$ cat src/rtl/seq_restoring_divider_16.sv
// rtl/seq_restoring_divider_16.sv - unsigned 16-bit sequential restoring divider
// Each trial subtraction runs through a 16-bit CLA built from 4-bit lookahead groups with rippled group carries.

module cla_16_bit_with_ripple (
  input  logic [15:0] i_a,
  input  logic [15:0] i_b,
  input  logic        i_c0,
  output logic [15:0] o_sum,
  output logic        o_c16
);

  logic [3:0] w_p;
  logic [3:0] w_g;
  logic [4:0] w_c;

  always_comb begin
    o_sum = '0;
    w_p   = '0;
    w_g   = '0;
    w_c   = {4'b0000, i_c0};
    for (int k = 0; k < 4; k++) begin
      w_p    = i_a[4*k +: 4] ^ i_b[4*k +: 4];
      w_g    = i_a[4*k +: 4] & i_b[4*k +: 4];
      w_c[1] = w_g[0] | (w_p[0] & w_c[0]);
      w_c[2] = w_g[1] | (w_p[1] & w_g[0]) | (w_p[1] & w_p[0] & w_c[0]);
      w_c[3] = w_g[2] | (w_p[2] & w_g[1]) | (w_p[2] & w_p[1] & w_g[0])
             | (w_p[2] & w_p[1] & w_p[0] & w_c[0]);
      w_c[4] = w_g[3] | (w_p[3] & w_g[2]) | (w_p[3] & w_p[2] & w_g[1])
             | (w_p[3] & w_p[2] & w_p[1] & w_g[0])
             | (w_p[3] & w_p[2] & w_p[1] & w_p[0] & w_c[0]);
      o_sum[4*k +: 4] = w_p ^ w_c[3:0];
      // group carry-out ripples into the next group's carry-in
      w_c[0] = w_c[4];
    end
    o_c16 = w_c[0];
  end

endmodule

module seq_restoring_divider_16 #(
  parameter int WIDTH = 16
) (
  input  logic             clk,
  input  logic             rst,
  input  logic             start,
  input  logic [WIDTH-1:0] dividend,
  input  logic [WIDTH-1:0] divisor,
  output logic             busy,
  output logic             done,
  output logic [WIDTH-1:0] quotient,
  output logic [WIDTH-1:0] remainder,
  output logic             div_by_zero
);

  localparam int CW = $clog2(WIDTH);

  typedef enum logic [1:0] {S_IDLE, S_RUN, S_DONE} state_t;

  state_t           r_state;
  state_t           w_next_state;
  logic [WIDTH-1:0] r_d;
  logic [WIDTH-1:0] r_q;
  logic [WIDTH-1:0] r_r;
  logic [CW-1:0]    r_cnt;

  logic             w_t;
  logic [WIDTH-1:0] w_rs;
  logic [WIDTH-1:0] w_nd;
  logic [WIDTH-1:0] w_diff;
  logic             w_c16;
  logic             w_ok;
  logic [WIDTH-1:0] w_r_next;
  logic [WIDTH-1:0] w_q_next;
  logic             w_last;

  assign w_t  = r_r[WIDTH-1];
  assign w_rs = {r_r[WIDTH-2:0], r_q[WIDTH-1]};
  assign w_nd = ~r_d;

  cla_16_bit_with_ripple u_cla (
    .i_a   (w_rs),
    .i_b   (w_nd),
    .i_c0  (1'b1),
    .o_sum (w_diff),
    .o_c16 (w_c16)
  );

  // A shifted-out 1 means the true remainder exceeds any 16-bit divisor.
  assign w_ok     = w_t | w_c16;
  assign w_r_next = w_ok ? w_diff : w_rs;
  assign w_q_next = {r_q[WIDTH-2:0], w_ok};
  assign w_last   = (r_cnt == CW'(WIDTH - 1));

  always_ff @(posedge clk) begin
    if (rst) r_state <= S_IDLE;
    else     r_state <= w_next_state;
  end

  always_comb begin
    w_next_state = r_state;
    case (r_state)
      S_IDLE:  if (start) w_next_state = (divisor == '0) ? S_DONE : S_RUN;
      S_RUN:   if (w_last) w_next_state = S_DONE;
      S_DONE:  w_next_state = S_IDLE;
      default: w_next_state = S_IDLE;
    endcase
  end

  always_comb begin
    busy = (r_state != S_IDLE);
    done = (r_state == S_DONE);
  end

  always_ff @(posedge clk) begin
    if (rst) begin
      r_d         <= '0;
      r_q         <= '0;
      r_r         <= '0;
      r_cnt       <= '0;
      quotient    <= '0;
      remainder   <= '0;
      div_by_zero <= 1'b0;
    end else begin
      case (r_state)
        S_IDLE: begin
          if (start) begin
            r_d         <= divisor;
            r_q         <= dividend;
            r_r         <= '0;
            r_cnt       <= '0;
            div_by_zero <= (divisor == '0);
            if (divisor == '0) begin
              quotient  <= '1;
              remainder <= dividend;
            end
          end
        end
        S_RUN: begin
          r_q   <= w_q_next;
          r_r   <= w_r_next;
          r_cnt <= r_cnt + 1'b1;
          if (w_last) begin
            quotient  <= w_q_next;
            remainder <= w_r_next;
          end
        end
        default: ;
      endcase
    end
  end

endmodule

$ cat config.mk
export PLATFORM = sky130hd
export DESIGN_NAME = seq_restoring_divider_16
export DESIGN_NICKNAME = d
export VERILOG_FILES = /design/src/rtl/seq_restoring_divider_16.sv
export SDC_FILE = /design/constraint.sdc
export NUM_CORES = 1
export LEC_CHECK = 0
export BUFFER_PORTS_ARGS = -buffer_cell sky130_fd_sc_hd__buf_2
export CAP_MARGIN = 10
export CORE_ASPECT_RATIO = 0.8
export CORE_MARGIN = 2
export CORE_UTILIZATION = 45
export CTS_CLUSTER_SIZE = 25
export DETAILED_ROUTE_END_ITERATION = 6
export GPL_ROUTABILITY_DRIVEN = 0
export PLACE_DENSITY = 0.65
export SYNTH_ARGS = -nofsm -noshare
export SYNTH_HDL_FRONTEND = slang
export SYNTH_SLANG_ARGS = --single-unit
export TNS_END_PERCENT = 100
$ cat constraint.sdc
create_clock -name clk -period 3.05 [get_ports clk]
set_clock_uncertainty 0.15 [all_clocks]
set_input_delay 0.61 -clock clk [delete_from_list [all_inputs] [get_ports clk]]
set_output_delay 0.61 -clock clk [all_outputs]
set_load 0.02 [all_outputs]
==> results by stage <==
STA:
- Static timing analysis puts the maximum clock frequency at 349 MHz.
- Setup violations remaining at the end of the flow were counted as 0.
- Measured against its own limit, the worst slew margin works out to 0.491.
- For the final routed database, the setup TNS stands at 0 ns.
- The number of endpoints with negative hold slack in the final report is 0.
- In the finished design, the share of the clock period the worst path needs comes to 0.940.
- For the finished layout, the period the worst path requires is 2.87 ns.
- The count of final max-slew check failures is 0.
- The post-route worst hold slack is 0.307 ns.
- The slew at the pin with the worst max-slew slack is 0.763 ns.

Setup path:
- Together, buffers and inverters on the worst path number 1.
- The reg-to-reg startpoint is r_d[5].
- The kind of cell adding the most delay to the critical path is compound AO/OA/AOI/OAI gates.
- STA classifies the critical path endpoint as a register.
- In this design, the stage delay of the slowest critical-path cell is 0.39 ns.
- Traced cell by cell, the critical path runs through inv_1 -> ha_1 -> a21oi_1 -> o21ai_1 -> a221oi_2 -> o21bai_1 -> a21oi_1 -> fa_1 -> xnor2_1 -> nand4_1 -> o22a_1 -> o31ai_1.
- For the worst flop-to-flop path, the logic depth is 12.
- Data on the critical path is required at its endpoint by 3.15 ns.
- STA puts the critical path data arrival time at 2.97 ns.
- In this run the worst setup path begins at r_d[5].
- The worst-path maximum fanout is 6.
- STA classifies the critical path startpoint as a register.
- The most prevalent standard cell on the critical path is sky130_fd_sc_hd__a21oi_1.
- The type of the worst setup path is register to register.
- The number of cells on the critical path is 12.
- The slowest stage of the critical path belongs to the cell sky130_fd_sc_hd__fa_1.

Cells and area:
- With fillers left out, the area of the finished cells amounts to 0.00552 mm2.
- The share of post-route cells with drive strength above 1 is 0.195.
- The layout has 1012 filler cells.
- Across the whole layout, storage elements account for 0.00174 mm2.
- The number of antenna cells inserted is 0.
- The net count of the finished layout is 708.
- The multi-input combinational cell area is 0.00266 mm2.
- At the end of the flow the core is filled with cells to 0.541.
- Relative to the synthesized area, the layout overhead comes to 17.8%.

Synthesis:
- For this run, the leading register cell type out of synthesis is sky130_fd_sc_hd__dfxtp_1.
- The part of the Yosys area used for sequential elements is 0.372.
- Of the post-synthesis cell area, the dominant cell type holds 0.372.
- The async set-or-reset flop fraction in the synthesized netlist is 0.
- In this run, synthesis inferred 0 flip-flops with an integrated enable.
- The number of flip-flops and latches in the synthesized netlist is 87.
- Of all cell types, the one taking the most synthesized area is sky130_fd_sc_hd__dfxtp_1.
- The synthesized area per cell is 7.99 um2.
- After synthesis, the cell types taking the most area are sky130_fd_sc_hd__dfxtp_1 (37%), sky130_fd_sc_hd__nand2_1 (7.8%), sky130_fd_sc_hd__nor2_1 (5.1%), sky130_fd_sc_hd__ha_1 (4.8%), sky130_fd_sc_hd__a21oi_1 (3.0%).
- Summing every instance area after synthesis gives 0.00468 mm2.
- The number of nets in the synthesized netlist is 642.
- The yosys synthesis warning count is 0.
- The number of different library cells used by synthesis comes to 60.
- Synthesis handed over a netlist of 586 instances.

Die:
- The floorplan step set the die height to 95.3 um.
- The number of primary I/O pins is 70.
- The floorplan has 33 rows.
- The die covers 0.0112 mm2.
- In this run the horizontal extent of the chip is 118 um.
- The initial core utilization is 0.459.
- The core outline area is 0.0102 mm2.

Global routing:
- The first global-routing pass estimated 21000 um of wire.
- The maximum number of pins on one net before global-route repair is 48.
- The aggregate global routing overflow is 0.
- In the global route stage, overall resource usage came out at 0.233.
- The number of global-route vias before repair is 4346.
- The number of antenna violations at the first check in global routing was 0.

Detailed routing:
- The number of DRC markers in iteration 0 is 304.
- After detailed routing, the total wire length is 13200 um.
- The total vias in the final route is 4619.
- The residual DRC count is 0.
- The pre-antenna-repair detailed-routing pass consisted of 5 iterations.
- In the routed layout, each cell is associated on average with a via count of 5.80.
- The count of nets left with antenna violations after detail routing is 0.
- Dividing the detail-routed wire length by the instance count gives 16.5 um.

Job:
- The max-cap violation count is 0.

Clocking:
- The quantity of hold-fixing buffers added after cts is 0.
- In this run the number of H-tree levels came out at 3.
- For the worst-skew pair, the clock arrives at the later sink with an insertion delay of 0.34 ns.
- The clock-pin slew reported for the worst setup and hold paths after clock tree synthesis is 0.06 ns.
- The root buffer selected by CTS is sky130_fd_sc_hd__clkbuf_16.
- The largest buffer count on any clock path is 2.
- TritonCTS built the clock tree.
- CTS saw 87 sinks.
- The total clock buffers created by CTS is 9.

Min path:
- The worst hold path class is register to register.
- The cell depth of the worst hold path is 2.
- In this run the most critical hold path is launched from r_d[2].

Placement:
- During placement, the flow inserted port buffers numbering 69.
- The placed instances occupy a cell area of 0.00521 mm2.
- The post-detailed-placement half-perimeter wirelength is 9700 um.

Status:
- The run finished with clean final reports.

Pwr:
- Dividing total power by cell area gives a power density of 1030 mW/mm2.
- The worst-case IR drop observed on VDD is 1080 uV.
- For this design the static power due to leakage is 0.00224 uW.
## layout by cell type (no fill, tap or decap), types with 4 or more instances in the layout
cell type and n:
sky130_fd_sc_hd__a211oi_1 18, sky130_fd_sc_hd__a21oi_1 28, sky130_fd_sc_hd__a311oi_1 16, sky130_fd_sc_hd__a31oi_1 6
sky130_fd_sc_hd__a32o_1 6, sky130_fd_sc_hd__a32oi_1 4, sky130_fd_sc_hd__buf_2 69, sky130_fd_sc_hd__buf_4 26
sky130_fd_sc_hd__clkbuf_16 9, sky130_fd_sc_hd__dfxtp_1 87, sky130_fd_sc_hd__ha_1 18, sky130_fd_sc_hd__inv_1 25
sky130_fd_sc_hd__mux2i_1 4, sky130_fd_sc_hd__nand2_1 97, sky130_fd_sc_hd__nand2b_1 4, sky130_fd_sc_hd__nand3_1 26
sky130_fd_sc_hd__nand4_1 9, sky130_fd_sc_hd__nor2_1 63, sky130_fd_sc_hd__nor3_1 10, sky130_fd_sc_hd__nor4_2 4
sky130_fd_sc_hd__o211ai_1 10, sky130_fd_sc_hd__o21a_1 8, sky130_fd_sc_hd__o21ai_0 21, sky130_fd_sc_hd__o21ai_1 6
sky130_fd_sc_hd__o22a_1 6, sky130_fd_sc_hd__o31a_1 7, sky130_fd_sc_hd__o31ai_1 7, sky130_fd_sc_hd__xnor2_1 7
## tightest hold or removal path: stages (launching register included)
cell                      delay, ns
sky130_fd_sc_hd__dfxtp_1       0.31
sky130_fd_sc_hd__nand2_1       0.05
sky130_fd_sc_hd__a21oi_1       0.05
## metrics by stage
step                      setup slack [ns]  total power [uW]  cells
final                                0.183              5680    797
after global routing              -0.00467              6060    797
after floorplan                      0.296              3590    586
after CTS                           0.0728              5620    797
after detailed placement             0.102              4500    781
after global placement               0.238              4400    781
## final cells by class
| cell class | instances | area share |
|---|---|---|
| clock inverter | 7 | 0.0132 |
| multi-input combinational | 433 | 0.483 |
| sequential | 87 | 0.316 |
| tap | 140 | 0.0318 |
| clock buffer | 9 | 0.0408 |
| inverter | 26 | 0.0177 |
| timing repair buffer | 95 | 0.0980 |
## state kept, by name, summed over array words and instances (netlist names)
register	count
div_by_zero	1
quotient	16
r_cnt	4
r_d	16
r_q	16
r_r	16
r_state	2
remainder	16
## power breakdown
group          total [uW]  switching [uW]  internal (uW)
clock                1120             479            636
sequential           1390             126           1270
combinational        3170            1930           1240
## final timing paths
path | to | slack [ns]
worst max-delay path | remainder[13] | 0.18
worst min-delay path | r_d[2] | 0.31
worst max register to register | remainder[13] | 0.18
worst min register to register | r_d[2] | 0.31
## cell usage after synthesis (all sizes together) (4+ instances only)
cell type / count
a211oi: 18
a21oi: 29
a311oi: 16
a31oi: 6
a32o: 6
a32oi: 4
buf: 12
clkbuf: 28
dfxtp: 87
ha: 18
inv: 25
mux2i: 4
nand2: 97
nand2b: 4
nand3: 26
nand4: 10
nor2: 64
nor3: 10
nor4: 6
o211ai: 10
o21a: 9
o21ai: 28
o22a: 6
o31a: 7
o31ai: 7
or2: 4
xnor2: 7
## cell families (layout without fill, tap and decap cells)
kind of cell / after synthesis / after routing / synth area share
AOI/OAI and AO/OA: 165 / 165 / 0.253
xor gates and xnor gates: 10 / 10 / 0.0187
adders and majority gates: 21 / 21 / 0.0609
buffers and inverters: 66 / 137 / 0.0614
DFF: 87 / 87 / 0.372
muxes: 5 / 5 / 0.0110
and+or+nand+nor: 232 / 232 / 0.223
## timing repair
action,CTS,global route
buffers inserted,0,0
setup endpoints to repair,0,2
resized for setup,0,2
## layer usage
metal	part of all wire	track usage	wire, um
met1	0.47	0.314	6190
met2	0.45	0.378	5970
met3	0.058	0.0467	760
met4	0.018	0.0763	234
met5	0	0	0
(Power assumes the default switching activity.)
